**config.mk**
```make
export PLATFORM = sky130hd
export DESIGN_NAME = acos_sched
export DESIGN_NICKNAME = d
export VERILOG_FILES = /design/src/rtl/acos_pkg.sv /design/src/rtl/acos_sched_if.sv /design/src/rtl/acos_rr_arb.sv /design/src/rtl/acos_sched.sv
export SDC_FILE = /design/constraint.sdc
export NUM_CORES = 1
export LEC_CHECK = 0
export BUFFER_PORTS_ARGS = -buffer_cell sky130_fd_sc_hd__buf_2
export CORE_UTILIZATION = 43
export CTS_BUF_LIST = sky130_fd_sc_hd__clkbuf_8
export DETAILED_ROUTE_END_ITERATION = 6
export PLACE_DENSITY = 0.92
export SLEW_MARGIN = 20
export SYNTH_ARGS = -nofsm -noshare
export SYNTH_HDL_FRONTEND = slang
export SYNTH_SLANG_ARGS = --single-unit
```
**constraint.sdc**
```tcl
create_clock -name clk_in -period 1.7 [get_ports clk_in]
set_input_delay 0.17 -clock clk_in [delete_from_list [all_inputs] [get_ports clk_in]]
set_output_delay 0.17 -clock clk_in [all_outputs]
set_load 0.01 [all_outputs]
```
**src/rtl/acos_pkg.sv**
```systemverilog
// Shared definitions for the acos request scheduler.
//   ACOS_DATA_W : operand/result width of the shared acos unit
//   state_t     : scheduler FSM state encoding (IDLE / RUN / DRAIN)
//   tag_w()     : width of a requester index for a given requester count
package acos_pkg;

  localparam int ACOS_DATA_W = 32;

  typedef enum logic [1:0] {
    ST_IDLE  = 2'd0,
    ST_RUN   = 2'd1,
    ST_DRAIN = 2'd2
  } state_t;

  // Requester index width; never narrower than one bit.
  function automatic int tag_w(input int n);
    return (n <= 2) ? 1 : $clog2(n);
  endfunction

endpackage

```
**src/rtl/acos_sched_if.sv**
```systemverilog
// Arbitration bundle between the scheduler and its arbiter.
//   req   : per-requester request vector (already qualified by pause/state)
//   ptr   : priority pointer, index that is checked first
//   grant : one-hot grant, all zero when nothing is requested
// Modports: master drives req/ptr and reads grant; slave is the arbiter.
interface acos_sched_if #(
  parameter int NUM_REQ = 4
);
  localparam int TW = acos_pkg::tag_w(NUM_REQ);

  logic [NUM_REQ-1:0] req;
  logic [TW-1:0]      ptr;
  logic [NUM_REQ-1:0] grant;

  modport master (output req, output ptr, input grant);
  modport slave  (input req, input ptr, output grant);

endinterface

```
**src/rtl/acos_rr_arb.sv**
```systemverilog
// Combinational arbiter: NUM_REQ-wide request vector to one-hot grant.
// The search starts at arb.ptr and wraps; with ptr tied to 0 this is
// plain fixed priority (lowest index wins).
// Ports: arb (acos_sched_if.slave) -- req/ptr in, grant out.
module acos_rr_arb
  import acos_pkg::*;
#(
  parameter int NUM_REQ = 4
) (
  acos_sched_if.slave arb
);

  localparam int TW = tag_w(NUM_REQ);

  logic [NUM_REQ-1:0] grant;
  logic               found;
  logic [TW-1:0]      idx;

  always_comb begin
    grant = '0;
    found = 1'b0;
    idx   = '0;
    for (int i = 0; i < NUM_REQ; i++) begin
      idx = TW'((int'(arb.ptr) + i) % NUM_REQ);
      if (!found && arb.req[idx]) begin
        grant[idx] = 1'b1;
        found      = 1'b1;
      end
    end
  end

  assign arb.grant = grant;

endmodule

```
**src/rtl/acos_sched.sv**
```systemverilog
// Scheduler sharing one fixed-latency acos unit between NUM_REQ requesters.
// Build option: define ACOS_SCHED_RR_EN for round-robin arbitration
// (pointer moves to granted index + 1); otherwise fixed priority.
// Ports:
//   clk_in, rst_n_in           : clock, async active-low reset
//   req_valid_in/req_data_in   : per-requester operand offer
//   req_ready_out              : one-hot grant (combinational)
//   pause_in                   : stop accepting new requests
//   acos_data_out/valid_out    : registered operand to the acos unit
//   acos_result_in             : result, LATENCY cycles after acos_valid_out
//   res_valid_out/data/id      : registered result strobe with owner index
//   busy_out                   : any pipeline stage holds a valid entry
//   dbg_state_out              : current FSM state
// Handshake: a requester transfers in the cycle where req_valid_in and
// req_ready_out are both high; the requester may withdraw req_valid_in at
// any time before that. The result side has no backpressure.
module acos_sched
  import acos_pkg::*;
#(
  parameter int NUM_REQ = 4,
  parameter int LATENCY = 2,
  localparam int TW = tag_w(NUM_REQ)
) (
  input  logic                                  clk_in,
  input  logic                                  rst_n_in,
  input  logic [NUM_REQ-1:0]                    req_valid_in,
  input  logic [NUM_REQ-1:0][ACOS_DATA_W-1:0]   req_data_in,
  output logic [NUM_REQ-1:0]                    req_ready_out,
  input  logic                                  pause_in,
  output logic [ACOS_DATA_W-1:0]                acos_data_out,
  output logic                                  acos_valid_out,
  input  logic [ACOS_DATA_W-1:0]                acos_result_in,
  output logic                                  res_valid_out,
  output logic [ACOS_DATA_W-1:0]                res_data_out,
  output logic [TW-1:0]                         res_id_out,
  output logic                                  busy_out,
  output state_t                                dbg_state_out
);

  state_t             state, state_nxt;
  logic               accept;
  logic               hs;
  logic [TW-1:0]      hs_idx;
  logic [TW-1:0]      ptr;
  logic [TW-1:0]      iss_tag;
  logic [LATENCY-1:0] pv;
  logic [TW-1:0]      pt [LATENCY];
  logic               busy;

  acos_sched_if #(.NUM_REQ(NUM_REQ)) arb ();

  acos_rr_arb #(.NUM_REQ(NUM_REQ)) u_arb (
    .arb (arb.slave)
  );

  // rst_n_in gates the grant so req_ready_out is 0 throughout reset.
  assign accept        = rst_n_in && !pause_in && (state != ST_DRAIN);
  assign arb.req       = req_valid_in & {NUM_REQ{accept}};
  assign arb.ptr       = ptr;
  assign req_ready_out = arb.grant;
  assign hs            = |arb.grant;

  always_comb begin
    hs_idx = '0;
    for (int i = 0; i < NUM_REQ; i++) begin
      if (arb.grant[i]) hs_idx = TW'(i);
    end
  end

`ifdef ACOS_SCHED_RR_EN
  always_ff @(posedge clk_in or negedge rst_n_in) begin
    if (!rst_n_in) begin
      ptr <= '0;
    end else if (hs) begin
      ptr <= (hs_idx == TW'(NUM_REQ - 1)) ? '0 : hs_idx + TW'(1);
    end
  end
`else
  assign ptr = '0;
`endif

  // Issue register: operand reaches the acos unit one cycle after the
  // handshake; data holds its last value when nothing is issued.
  always_ff @(posedge clk_in or negedge rst_n_in) begin
    if (!rst_n_in) begin
      acos_valid_out <= 1'b0;
      acos_data_out  <= '0;
      iss_tag        <= '0;
    end else begin
      acos_valid_out <= hs;
      if (hs) begin
        acos_data_out <= req_data_in[hs_idx];
        iss_tag       <= hs_idx;
      end
    end
  end

  // Tag/valid shadow of the acos unit: the last stage lines up with
  // acos_result_in for the operand issued LATENCY cycles earlier.
  always_ff @(posedge clk_in or negedge rst_n_in) begin
    if (!rst_n_in) begin
      pv <= '0;
      for (int k = 0; k < LATENCY; k++) pt[k] <= '0;
    end else begin
      pv[0] <= acos_valid_out;
      pt[0] <= iss_tag;
      for (int k = 1; k < LATENCY; k++) begin
        pv[k] <= pv[k-1];
        pt[k] <= pt[k-1];
      end
    end
  end

  always_ff @(posedge clk_in or negedge rst_n_in) begin
    if (!rst_n_in) begin
      res_valid_out <= 1'b0;
      res_data_out  <= '0;
      res_id_out    <= '0;
    end else begin
      res_valid_out <= pv[LATENCY-1];
      if (pv[LATENCY-1]) begin
        res_data_out <= acos_result_in;
        res_id_out   <= pt[LATENCY-1];
      end
    end
  end

  assign busy     = acos_valid_out || (|pv) || res_valid_out;
  assign busy_out = busy;

  always_ff @(posedge clk_in or negedge rst_n_in) begin
    if (!rst_n_in) state <= ST_IDLE;
    else           state <= state_nxt;
  end

  always_comb begin
    state_nxt = state;
    case (state)
      ST_IDLE: begin
        if (hs) state_nxt = ST_RUN;
      end
      ST_RUN: begin
        if (pause_in && busy)  state_nxt = ST_DRAIN;
        else if (!busy && !hs) state_nxt = ST_IDLE;
      end
      ST_DRAIN: begin
        if (!busy)          state_nxt = ST_IDLE;
        else if (!pause_in) state_nxt = ST_RUN;
      end
      default: state_nxt = ST_IDLE;
    endcase
  end

  assign dbg_state_out = state;

endmodule

```
Word level (Yosys, flattened, before mapping):

Cells that the tools add are included.

* bits of input ports: 167
* latch bits: 0
* output and inout port bits: 75
* flip-flop bits (word level): 78
* RAM bits: 0
* memories: 0
* bits in read-only memories: 0
* logic and storage cells: 55

* magnitude comparators: 1
* shift operators: 0
* bitwise logic cells: 1
* multipliers: 0
* $add $sub $neg: 0
* eq/ne operators: 6
* mux-type cells: 18
* divide/modulo/power cells: 0
* reductions and logical operators: 19

Operator list (count)
* 32-bit binary-select mux with 2-bit select: 1
* 32-bit two-way mux: 1
* 2-bit two-way mux: 8
* 1-bit logical AND: 7
* 1-bit logical NOT: 6
* 3-bit != test (second input constant): 2
* 2-bit one-hot mux with 3 select lines: 1
* 1-bit two-way mux: 5
* 4-bit AND: 1
* 4-bit two-way mux: 1
* 2-bit != test (second input constant): 2
* 4-bit OR reduction: 1
* 2-bit by 3-bit less-than comparator with 1-bit output (second input constant): 1
* 3-bit two-way mux: 1
* 3-bit AND reduction: 1
* 2-bit by 1-bit equality test with 1-bit output (second input constant): 1
* 2-bit equality test (second input constant): 1
* 2-bit logical NOT: 1
* 1-bit logical OR: 2
* 2-bit OR reduction: 1

Logic depth before layout (Yosys ltp):

* depth in word-level cells: 20
* depth in mapped cells: 6
* gate-level depth less buffers: 4

Modules after synthesis:

A second synthesis with hierarchy kept.

* cell total of the unflattened synthesis: 358
* area total of the unflattened synthesis: 4122.7 um^2

Modules (own cells, without submodules)
* acos_sched: sequential area each 1951.9 um^2, area each 3784.9 um^2, cells each 322, instances 1
* acos_rr_arb: sequential area each 0.0 um^2, area each 337.8 um^2, cells each 36, instances 1

Least setup slack after synthesis:

Ideal clock, no wire load.

* path kind: reg2reg
* start point: reg state[0] (netlist: dbg_state_out[0])
* end point: reg acos_data_out[22]
* clock period less this slack: 1497 ps
* required time: 1574 ps
* cell stages (with the launch flop): 7
* data arrival time: 1371 ps
* path buffers: 2
* setup time: 126 ps
* path slack: 203 ps
* path through: dfrtp_1 -> nand2b_4 -> and4_4 -> buf_6 -> buf_6 -> o2bb2ai_1 -> a221o_1

* elaborated cells on any way between the ends: 22
* those cells by class: 1 x eq/ne; 12 x mux; 1 x bitwise; 8 x reduce/logical

RTL lines
* start: declaration: RTL line acos_sched.sv:40 `state_t state, state_nxt;`
* start signal: assignment: RTL line acos_sched.sv:133 `else state <= state_nxt;`
* 2-bit != test (*): RTL line acos_sched.sv:57 `assign accept = rst_n_in && !pause_in && (state != ST_DRAIN);`
* 1-bit logical AND (*): RTL line acos_sched.sv:57
* 4-bit AND (*): RTL line acos_sched.sv:58 `assign arb.req = req_valid_in & {NUM_REQ{accept}};`
* 1-bit two-way mux: RTL line acos_rr_arb.sv:25 `if (!found && arb.req[idx]) begin`
* 1-bit logical NOT: RTL line acos_rr_arb.sv:25
* 1-bit logical AND: RTL line acos_rr_arb.sv:25
* 1-bit two-way mux: RTL line acos_rr_arb.sv:25
* 1-bit logical NOT: RTL line acos_rr_arb.sv:25
* 1-bit logical AND (*): RTL line acos_rr_arb.sv:25
* 3-bit two-way mux (*): RTL line acos_rr_arb.sv:25
* 4-bit two-way mux (*): RTL line acos_rr_arb.sv:25
* via req_ready_out[2]: RTL line acos_sched.sv:28 `output logic [NUM_REQ-1:0] req_ready_out,`
* 2-bit two-way mux (2 in a row): RTL line acos_sched.sv:66 `if (arb.grant[i]) hs_idx = TW'(i);`
* 32-bit binary-select mux with 2-bit select: RTL line acos_sched.sv:92 `acos_data_out <= req_data_in[hs_idx];`
* 32-bit two-way mux (not written as such): RTL line acos_sched.sv:92
* end signal: assignment: RTL line acos_sched.sv:92
* end: declaration: RTL line acos_sched.sv:30 `output logic [ACOS_DATA_W-1:0] acos_data_out,`

The timed path passes the listed nets; every way through them passes the cells marked *. The select of a mux whose other input is x is not followed.
A chain may end at the register's enable or synchronous reset.

Final worst setup path:

* start point: reg state[0] (netlist: dbg_state_out[0])
* end point: reg acos_data_out[21]

* longest elaborated chain between the ends: 16
* elaborated cells on any way between the ends: 22
* those cells by class: 1 x eq/ne; 12 x mux; 1 x bitwise; 8 x reduce/logical

Ends and longest elaborated chain (RTL line)
* 2-bit != test (*): acos_sched.sv:57
* 1-bit logical AND (*): acos_sched.sv:57
* 4-bit AND (*): acos_sched.sv:58
* 1-bit two-way mux: acos_rr_arb.sv:25
* 1-bit logical NOT: acos_rr_arb.sv:25
* 1-bit logical AND: acos_rr_arb.sv:25
* 1-bit two-way mux: acos_rr_arb.sv:25
* 1-bit logical NOT: acos_rr_arb.sv:25
* 1-bit logical AND: acos_rr_arb.sv:25
* 1-bit two-way mux: acos_rr_arb.sv:25
* 1-bit logical NOT: acos_rr_arb.sv:25
* 1-bit logical AND: acos_rr_arb.sv:25
* 4-bit two-way mux (*): acos_rr_arb.sv:25
* 2-bit two-way mux: acos_sched.sv:66
* 32-bit binary-select mux with 2-bit select: acos_sched.sv:92
* 32-bit two-way mux (not written as such): acos_sched.sv:92

Every way passes the cells marked *; elsewhere a longest branch is shown, timed or not. The select of a mux whose other input is x is not followed.

==> results by group <==
STA
  – # setup viols final: 0
  – Worst-Margin Slew: 0.930 ns
  – Minimum clock period: 1.64 ns
  – Final hold viol count: 0
  – FMAX: 610 MHz
  – Rel. slew slack: 38.0%
  – Final WS setup: 0.0605 ns
  – Hold slack: 0.0533 ns
  – Clock Skew: 0.0102 ns
  – Final cycle utilization of the critical path: 96.4%
  – Slew Limit Fails: 0
  – Final TNS setup: 0 ns

Detailed routing
  – Starting DRT DRC Count: 85
  – Via count: 3209
  – Post-DR vias/cell: 5.27
  – Routed len/inst: 16.6 µm
  – DRC: 0
  – WL final: 10100 µm
  – Post-DRT Antenna Nets: 0
  – DR pass1 iterations: 4

Clock tree
  – Reg clk slew, reported paths: 0.08 ns
  – CTS root buffer: clkbuf_8
  – Worst-skew pair later-pin latency: 0.34 ns
  – CTS max path bufs: 2
  – H-tree depth: 3
  – Number of CTS-inserted buffers: 9
  – Clock Sink Count: 78
  – CTS tree: done

Global route
  – First-pass GRT wire length: 14900 µm
  – Global-route usage over all layers: 22.8%
  – Gr ovfl total: 0
  – Number of global-route vias before repair: 3005
  – Pin count of the biggest net entering global routing: 79
  – Initial antenna violation count: 0

Floorplanning
  – Core ar.: 8180 µm²
  – Rows: 33
  – Overall die area: 8770 µm²
  – Die Span Y: 93.7 µm
  – Die W: 93.7 µm
  – Starting Density: 44.2%
  – Top Ports: 242

Setup path
  – Crit path largest cell delay: 0.41 ns
  – Worst Path Required: 1.92 ns
  – Critical path class: flop to flop
  – Worst-path fanout max: 16
  – Crit path top cell by count: buf_4
  – Crit-path cells: nand2b_4 > buf_4 > and4_4 > buf_4 > o2bb2ai_1 > a221o_1
  – Worst path bufs/invs: 2
  – CP Launch Type: flop
  – Critical path capture point type: flop
  – Worst path arrival time: 1.86 ns
  – CP max-delay cell: dfrtp_1
  – Delay-heaviest family, CP: compound AO/OA/AOI/OAI gates

Place
  – Post-Place Cells: 586
  – Placed instance area: 4890 µm²
  – DP HPWL: 7360 µm
  – # port buffers: 241
  – DP Worst Slack: 0.126 ns
  – Routability cong.: 0.828

Power
  – Int Power: 0.00382 W
  – Power share of the clock group: 25.8%
  – Psw: 0.00161 W
  – P per Cell Area: 1050 nW/µm²
  – Peak VDD IR: 0.000444 V
  – Sequential power share: 45.9%
  – Logic pwr share: 28.3%
  – LEAKAGE: 2.77 nW
  – Sw frac: 29.7%

Synthesis
  – Async S/R FF share, synth: 100%
  – Yosys top cell area share: 54.0%
  – Leading area contributor after synthesis: dfrtp_1
  – Cells after Synth: 253
  – Warning count from the yosys run: 0
  – Sequential element share of the synthesized area: 54.0%
  – Unique masters post-synth: 25
  – Synth Register Bits: 78
  – Post-synth EDFFs: 0
  – Syn_nets: 420
  – Synth top area cells: dfrtp_1 (54%), mux2_2 (11%), a221o_1 (8.9%)
  – Ys flop type: dfrtp_1
  – Avg Cell Area, Syn: 14.3 µm²
  – Synth Cell Area: 3610 µm²

Final layout
  – ANT cells: 0
  – Final instance area: 5160 µm²
  – Final Non-Filler Cells: 609
  – Fin nets: 666
  – Fillcell total: 650
  – Fraction of layout cells with a size suffix above 1: 62.9%
  – Syn-to-layout area delta: 42.9%

Worst hold path
  – Worst min-delay path class: primary input to flop

Status
  – Outcome: finished, final reports clean

Flow run
  – Max-cap violation count: 0
cells in the final DEF, fill, tap and decap left out, types with 2 or more instances in the layout:
cell type  count
buf_2        240
dfrtp_1       77
mux2_2        34
mux2i_1       32
o2bb2ai_1     32
a221o_1       32
buf_4         14
clkbuf_8      10
nor2_1         4
buf_12         3
and3_1         2
a21o_1         2
clkinv_4       2
path summary, 6_finish.rpt:
kind                                        from                end  slack [ns]  cells past startpoint
worst min-delay path            req_data_in[108]  acos_data_out[12]        0.05                      2
worst min register to register             pt[2]              pt[0]        0.36                      0
worst max-delay path            dbg_state_out[0]  acos_data_out[21]        0.06                      6
max in group asynchronous               rst_n_in   dbg_state_out[1]        1.01                      2
worst max register to register  dbg_state_out[0]  acos_data_out[21]        0.06                      6
min in group asynchronous               rst_n_in   dbg_state_out[1]        0.07                      2
state kept, by name (all words and copies together) (netlist names):
signal,flops
iss_tag,2
pt,4
res_id_out,2
res_data_out,32
acos_valid_out,1
pv,2
res_valid_out,1
dbg_state_out,2
acos_data_out,32
cells in the mapped netlist (all sizes together), types with 2 or more instances:
library cell	n
nor2	4
and3	2
a221o	32
nand2	2
buf	23
mux2	34
dfrtp	78
o2bb2ai	32
mux2i	32
nand2b	2
a21o	2
power groups by stage:
stage                     registers (W)  clock network [W]  logic [W]
after floorplan                 0.00269                  0   0.000587
after global placement          0.00251                  0    0.00146
after detailed placement        0.00252                  0    0.00152
after CTS                       0.00250            0.00145    0.00152
after global routing            0.00254            0.00153    0.00168
final                           0.00249            0.00140    0.00154
metrics by stage:
stage               power, W  utilization (%)
CTS                  0.00548             62.7
global placement     0.00397             59.9
finish               0.00543             63.1
floorplan            0.00327                -
global route         0.00575             63.1
detailed placement   0.00404             59.9
layout make-up:
cell class	instances	area, µm²	area share [%]
Sequential cell	78	1950	37.8
Timing Repair Buffer	257	1370	26.5
Multi-Input combinational cell	152	1500	29.1
Clock inverter	6	68.8	1.33
Clock buffer	10	138	2.67
Tap cell	105	131	2.55
Inverter	1	3.75	0.0727
metal layers:
layer / vias up / global-route usage (%) / part of all wire [%]
met5: - / 0 / 0
met4: 0 / 7.82 / 1.2
met3: 10 / 5.50 / 7.1
met2: 162 / 40.8 / 52
met1: 1549 / 26.6 / 39
li1: 1488 / - / -
cells by family after synthesis:
kind of cell	count (synthesis)	share of synthesized area, %
muxes	66	19.5
buffers and inverters	24	5.33
DFF	78	54.0
xor gates and xnor gates	1	0.243
and+or+nand+nor	15	3.08
AOI/OAI and AO/OA	69	17.8
repair_timing:
item | 4_1_cts | 5_1_grt
gates cloned | 1 | 0
endpoints found under the setup margin | 2 | 4
setup buffers | 2 | 4
pin swaps | 3 | 1
hold buffers | 0 | 0
resized for setup | 1 | 1
Note: power is estimated with default switching activity, not from simulation.
